--- config.mk ---
export PLATFORM = sky130hd
export DESIGN_NAME = granule_stream_scheduler
export DESIGN_NICKNAME = d
export VERILOG_FILES = /design/src/rtl/granule_sched_pkg.sv /design/src/rtl/granule_stream_scheduler.sv
export SDC_FILE = /design/constraint.sdc
export NUM_CORES = 1
export LEC_CHECK = 0
export CORE_MARGIN = 4
export CORE_UTILIZATION = 46
export CTS_CLUSTER_DIAMETER = 100
export DETAILED_ROUTE_END_ITERATION = 8
export PLACE_DENSITY = 0.85
export SKIP_LAST_GASP = 1
export SLEW_MARGIN = 5
export SYNTH_ARGS = -nofsm -noshare
export SYNTH_HDL_FRONTEND = slang
export SYNTH_SLANG_ARGS = --single-unit
--- constraint.sdc ---
create_clock -name clk -period 7 [get_ports clk]
set_input_delay 2.1 -clock clk [delete_from_list [all_inputs] [get_ports clk]]
set_output_delay 2.1 -clock clk [all_outputs]
set_load 0.03 [all_outputs]
--- src/rtl/granule_sched_pkg.sv ---
// Shared types and frame-geometry constants for the granule stream scheduler.
package granule_sched_pkg;

  typedef enum logic [1:0] {
    IDLE   = 2'd0,
    START  = 2'd1,
    STREAM = 2'd2
  } state_t;

  localparam int SAMPLES_PER_GR = 576;
  localparam int NUM_GR         = 2;
  localparam int SB_LEN         = 18;
  localparam int NUM_SB         = 32;

endpackage

--- src/rtl/granule_stream_scheduler.sv ---
// Muxes the two channel sample streams into the shared inversion stage in
// gr0/ch0, gr0/ch1, gr1/ch0, gr1/ch1 order, tagging each beat and framing segments.
//
// state  | meaning
// IDLE   | no frame in flight, readies low
// START  | segment setup; new_frame_start pulse issued on exit
// STREAM | forwarding 576 beats from the selected channel
module granule_stream_scheduler
  import granule_sched_pkg::*;
#(
  parameter int DATA_W         = 32,
  parameter int SAMPLES_PER_GR = 576,
  parameter int NUM_GR         = 2
) (
  input  logic              clk,
  input  logic              rst,
  input  logic              frame_start_in,
  input  logic              stereo_in,
  input  logic [DATA_W-1:0] ch0_data,
  input  logic              ch0_valid,
  output logic              ch0_ready,
  input  logic [DATA_W-1:0] ch1_data,
  input  logic              ch1_valid,
  output logic              ch1_ready,
  input  logic              dn_ready,
  output logic              inv_frame_start,
  output logic [DATA_W-1:0] inv_x,
  output logic              inv_x_valid,
  output logic              ch_out,
  output logic              gr_out,
  output logic [9:0]        sample_idx_out,
  output logic              granule_done,
  output logic              frame_done,
  output logic              frame_abort,
  output logic              busy
);

  localparam logic [9:0] LAST_IDX = 10'(SAMPLES_PER_GR - 1);
  localparam logic       LAST_GR  = 1'(NUM_GR - 1);

  state_t      state;
  logic        stereo_r;
  logic        gr;
  logic        ch;
  logic [9:0]  cnt;

  logic              sel_valid;
  logic [DATA_W-1:0] sel_data;
  logic              xfer;
  logic              seg_end;
  logic              gran_end;
  logic              frame_end;

  assign sel_valid = ch ? ch1_valid : ch0_valid;
  assign sel_data  = ch ? ch1_data : ch0_data;
  assign xfer      = (state == STREAM) && sel_valid && dn_ready;
  assign seg_end   = xfer && (cnt == LAST_IDX);
  assign gran_end  = seg_end && (ch || !stereo_r);
  assign frame_end = gran_end && (gr == LAST_GR);

  assign ch0_ready = (state == STREAM) && !ch && dn_ready;
  assign ch1_ready = (state == STREAM) && ch && dn_ready;
  assign busy      = (state != IDLE);

  always_ff @(posedge clk or posedge rst) begin
    if (rst) begin
      state           <= IDLE;
      stereo_r        <= 1'b0;
      gr              <= 1'b0;
      ch              <= 1'b0;
      cnt             <= '0;
      inv_frame_start <= 1'b0;
      inv_x           <= '0;
      inv_x_valid     <= 1'b0;
      ch_out          <= 1'b0;
      gr_out          <= 1'b0;
      sample_idx_out  <= '0;
      granule_done    <= 1'b0;
      frame_done      <= 1'b0;
      frame_abort     <= 1'b0;
    end else begin
      inv_frame_start <= 1'b0;
      inv_x_valid     <= xfer;
      granule_done    <= 1'b0;
      frame_done      <= 1'b0;
      frame_abort     <= 1'b0;

      if (xfer) begin
        inv_x          <= sel_data;
        ch_out         <= ch;
        gr_out         <= gr;
        sample_idx_out <= cnt;
      end

      case (state)
        IDLE: begin
          if (frame_start_in) begin
            stereo_r <= stereo_in;
            gr       <= 1'b0;
            ch       <= 1'b0;
            state    <= START;
          end
        end

        START: begin
          cnt <= '0;
          // A restart here stays in START so the pulse is issued only once.
          if (frame_start_in) begin
            stereo_r    <= stereo_in;
            gr          <= 1'b0;
            ch          <= 1'b0;
            frame_abort <= 1'b1;
          end else begin
            inv_frame_start <= 1'b1;
            state           <= STREAM;
          end
        end

        STREAM: begin
          if (xfer) cnt <= seg_end ? 10'd0 : cnt + 10'd1;

          if (frame_start_in && !frame_end) begin
            stereo_r    <= stereo_in;
            gr          <= 1'b0;
            ch          <= 1'b0;
            frame_abort <= 1'b1;
            state       <= START;
          end else if (seg_end) begin
            granule_done <= gran_end;
            frame_done   <= frame_end;
            if (frame_end) begin
              gr <= 1'b0;
              ch <= 1'b0;
              if (frame_start_in) begin
                stereo_r <= stereo_in;
                state    <= START;
              end else begin
                state <= IDLE;
              end
            end else if (!ch && stereo_r) begin
              ch    <= 1'b1;
              state <= START;
            end else begin
              ch    <= 1'b0;
              gr    <= gr + 1'b1;
              state <= START;
            end
          end
        end

        default: state <= IDLE;
      endcase
    end
  end

endmodule

======== After elaboration in Yosys (flattened, before gate mapping) ========
Cells that the tools add are included.
operators by class
  add/sub/neg operators ................... 2
  reductions and logical operators ........ 25
  eq/ne operators ......................... 10
  mux-type cells .......................... 39
operators by type and width
  operator               count
  $mux 32                1
  $mux 1                 25
  $mux 10                2
  $pmux 10 s2            1
  $logic_and 1x1->1      11
  $add 10x1->10 const B  1
  $eq 10x10->1 const B   1
  $mux 2                 5
  $reduce_and 3->1       3
  $pmux 1 s2             4
  $ne 2x2->1 const B     3
  $ne 3x2->1 const B     2
  $pmux 2 s3             1
  $reduce_bool 2->1      3
  $ne 4x4->1 const B     1
  $reduce_and 4->1       1
  $logic_not 1->1        3
  $eq 2x1->1 const B     1
  $eq 2x2->1 const B     1
  $logic_not 2->1        1
  $ne 2x1->1 const B     1
  $reduce_and 2->1       1
  $reduce_or 2->1        1
  $add 1x1->1 const B    1
  $logic_or 1x1->1       1
word-level totals
  output and inout port bits .............. 52
  input bits .............................. 71
  bits in registers ....................... 64
  word-level logic and storage cells ...... 90

======== Depth between registers and ports, before layout ========
  depth after elaboration ................. 10
  depth in mapped cells ................... 9
  mapped depth without buffers ............ 7

======== Worst setup path after synthesis ========
Ideal clock, no wire load.
  path type ............................... input port to output port
  start ................................... input dn_ready
  end ..................................... output ch0_ready
  slack ................................... 2.252 ns
  arrival time ............................ 2.648 ns
  stages on the path ...................... 2
  path buffers ............................ 0
  path through ............................ nand2_1 -> nor2_1
between the ends
  word-level cells in the longest chain between the ends .. 1
RTL lines
  item               RTL line                        source
  from (decl)        granule_stream_scheduler.sv:25  input logic dn_ready,
  $logic_and 1x1->1  granule_stream_scheduler.sv:61  assign ch0_ready = (state == STREAM) && !ch && dn_ready;
  to (decl)          granule_stream_scheduler.sv:21  output logic ch0_ready,
Every way passes these cells.

======== Worst setup path in the final report ========
Same ends and word-level chain as after synthesis.

==> impl_results.md <==
- Root Buffer: clkbuf_8
- Logic pwr share: 0.442
- Worst Hold Depth: 1
- Max-cap violations: 0
- Synth Area in Adders: 0.0250
- Yosys reg bits: 64
- Fin util: 0.709
- First-pass DRT Iterations: 4
- R2R setup slack: 3.91 ns
- Worst Slack Setup Final: 1.15 ns
- Top cells by area, synth: dfrtp_1 (53%), mux2i_1 (11%), a21oi_1 (6.0%)
- Final nets: 480
- GRT overflow: 0
- FILL cells: 480
- Worst r2r path cells: 5
- Gpl congestion: 0.754
- Clock tree buffer depth: 2
- Place WS: 1.18 ns
- Final Hold Viols: 0
- Post-CTS Resized: 0
- Mapped cell area: approximately 3000 um^2
- Slew Limit Fails: 0
- Port bufs: approximately 120
- Compound-Gate Fraction of Synth Area: 0.103
- VDD IR-drop max: 278 uV
- CTS sink count: 64
- Share of cells above drive strength 1: 0.0835
- Minimum clock period after layout: 5.85 ns
- Reg power frac: 0.337
- Diodes inserted: 0
- H-Tree Depth: 3
- LEAKAGE: 1.84 nW
- Endpoint class of the critical path: primary output
- Largest family of logic cells by synthesized area: multiplexers
- Detail Placement HPWL: approximately 5600 um
- Commonest non-fill, non-tap cell in the layout: clkdlybuf4s50_1
- First-pass GRT wire length: 11,600 um
- Via count: roughly 2,500
- First DRT Iteration DRCs: 88
- Sequential Area: 1600 um^2
- Clk_skew: 0.00992 ns
- Synth warn: 0
- Vias in the first global route: approximately 2,400
- DRC viols: 0
- Cell variety after synth: 38
- Critical Path RT: 4.90 ns
- Final setup violation count: 0
- Via density: ~5.1
- Switching share of power: 0.379
- Post-route ant nets: 0
- Post-Syn Instances: 282
- Die H: 88.8 um
- Die Area: 7880 um^2
- Worst slew margin: 0.308
- Final Hold Slack: 0.503 ns
- Total CTS buffers: 9
- Die X: between 80 and 90 um
- Area Growth Syn to Fin: 50.1%
- Clock power share: 0.221
- Hold endpoint: sample_idx_out[8]
- I/O Pins: 123
- Net Count, Synth: 359
- Proportion of netlist area held by the largest area contributor: 0.534
- Cell count after placement: 469
- Beginning of the worst hold path: sample_idx_out[8]
- Cell taking the most area after synthesis: dfrtp_1
- Core Footprint: 6350 um^2
- Commonest non-fill, non-tap cells in the layout: clkdlybuf4s50_1 (122), dfrtp_1 (63), nor2_1 (43)
- Worst min path class: reg -> reg
- Setup bufs post-CTS: 0
- Worst EP arrival: approximately 3.8 ns
- Footprint of the multi-input gates: around 1300 um^2
- Status: finished, final reports clean
- Startpoint Class: primary input
- Post-synthesis mux area share: 0.158
- Post-synthesis simple-gate area fraction: 0.133
- Switching pwr: 0.000608 W
- Tcrit/Tclk final: 0.836
- Reg-to-reg endpoint: inv_x[24]
- Fmax: about 170 MHz
- Clk pin slew, worst setup/hold paths: about 0.07 ns
- Setup repair after global routing missed its margin: no
- Cell internal pwr: 0.000996 W
- Seq/Total Area, Yosys: 0.534
- Largest fanout on the critical path: 5
- Worst-margin pin slew: 1.04 ns
- Initial antenna violation count: 0
- Post-Route WL: 7600 um
- Hold-fix buffers at CTS: 0
- Overall Global Routing Usage: 0.196
- Setup TNS: 0 ns
- Kind of critical path: in -> out
- CTS tree: done
- Clk_lat worst skew: 0.34 ns
- Layout Cells excl Fill: between 400 and 500
- PwrDens: 356 nW/um^2
- Syn_area_per_cell: 10.6 um^2
- Starting density of the core: 0.473
- Worst flop-to-flop path startpoint: ch
- Post-synthesis xor/xnor area fraction: 0.0175
- Post-DR wirelength/cell: 15.7 um
- Largest net degree at the start of global routing: 65
- Rows: 29
-- power groups by stage --
| stage | registers (W) | clock network [W] | logic (W) |
|---|---|---|---|
| floorplan | 0.000751 | 0 | 0.000190 |
| detailed placement | 0.000548 | 0 | 0.000715 |
| global route | 0.000556 | 0.000378 | 0.000755 |
| global placement | 0.000542 | 0 | 0.000699 |
| finish | 0.000541 | 0.000354 | 0.000708 |
| CTS | 0.000542 | 0.000364 | 0.000717 |
-- cells in the mapped netlist, drive strengths merged --
library cell  number
o211ai             1
ha                 6
dfrtp             64
mux2              12
o32ai              1
nor2b              4
a21oi             36
or4b               1
mux2i             34
nand4              4
nor4bb             1
a22o               1
o31ai              1
o21ai              7
o41ai              2
nor2              44
o22ai              1
or4                2
and2               1
o21bai             1
nor4               1
nor3               3
a211oi             1
buf                6
o311ai             1
o22a               1
nand3              3
nand2b             2
a31oi              1
inv                7
and3               1
xor2               6
nand3b             1
clkbuf             8
nand2             16
-- per-stage QoR --
stage / total power, W / cell area, um^2
global placement: 0.00124 / 4280
floorplan: 0.000941 / 3000
global route: 0.00169 / 4500
finish: 0.00160 / 4500
detailed placement: 0.00126 / 4280
CTS: 0.00162 / 4500
-- flip-flops by register name (all words and copies together), names as in the netlist, 2 cells and up, named ones only --
register and cells:
inv_x 32, state 2, sample_idx_out 10, cnt 10
-- logic make-up (layout without fill, tap and decap cells) --
kind of cell,count (synthesis),count (layout)
fa+ha+maj,6,6
buf+inv,21,146
mux,46,46
xor+xnor,6,6
flops,64,64
simple gates,84,84
compound gates,55,55
-- worst max-delay path by stage --
stage / start / endpoint / slack [ns] / cells after the start
global route: dn_ready / ch0_ready / 1.11 / 4
CTS: dn_ready / ch0_ready / 1.17 / 4
global placement: dn_ready / ch0_ready / 1.22 / 4
finish: dn_ready / ch0_ready / 1.15 / 4
floorplan: dn_ready / ch0_ready / 2.25 / 2
detailed placement: dn_ready / ch0_ready / 1.18 / 4
-- area by class of cell --
class / instances / share of cell area
clock buffers: 12 / 0.0345
clock inverters: 3 / 0.0144
inverters: 7 / 0.00583
multi-input cells: 197 / 0.293
flip-flops and latches: 64 / 0.356
well taps: 77 / 0.0214
repair buffers: 124 / 0.275
-- critical path: stages --
cell and delay [ns]:
clkdlybuf4s50_1 0.54, nand2_1 0.18, nor2_1 0.22, clkdlybuf4s50_1 0.71
-- per-layer routing --
layer,track usage,vias to the layer above,share of wire,routed length (um)
li1,-,1232,-,-
met1,0.235,1154,0.39,2980
met2,0.321,77,0.51,3890
met3,0.0549,15,0.076,580
met4,0.0989,0,0.020,154
met5,0,-,0,0
(Power assumes the default switching activity.)
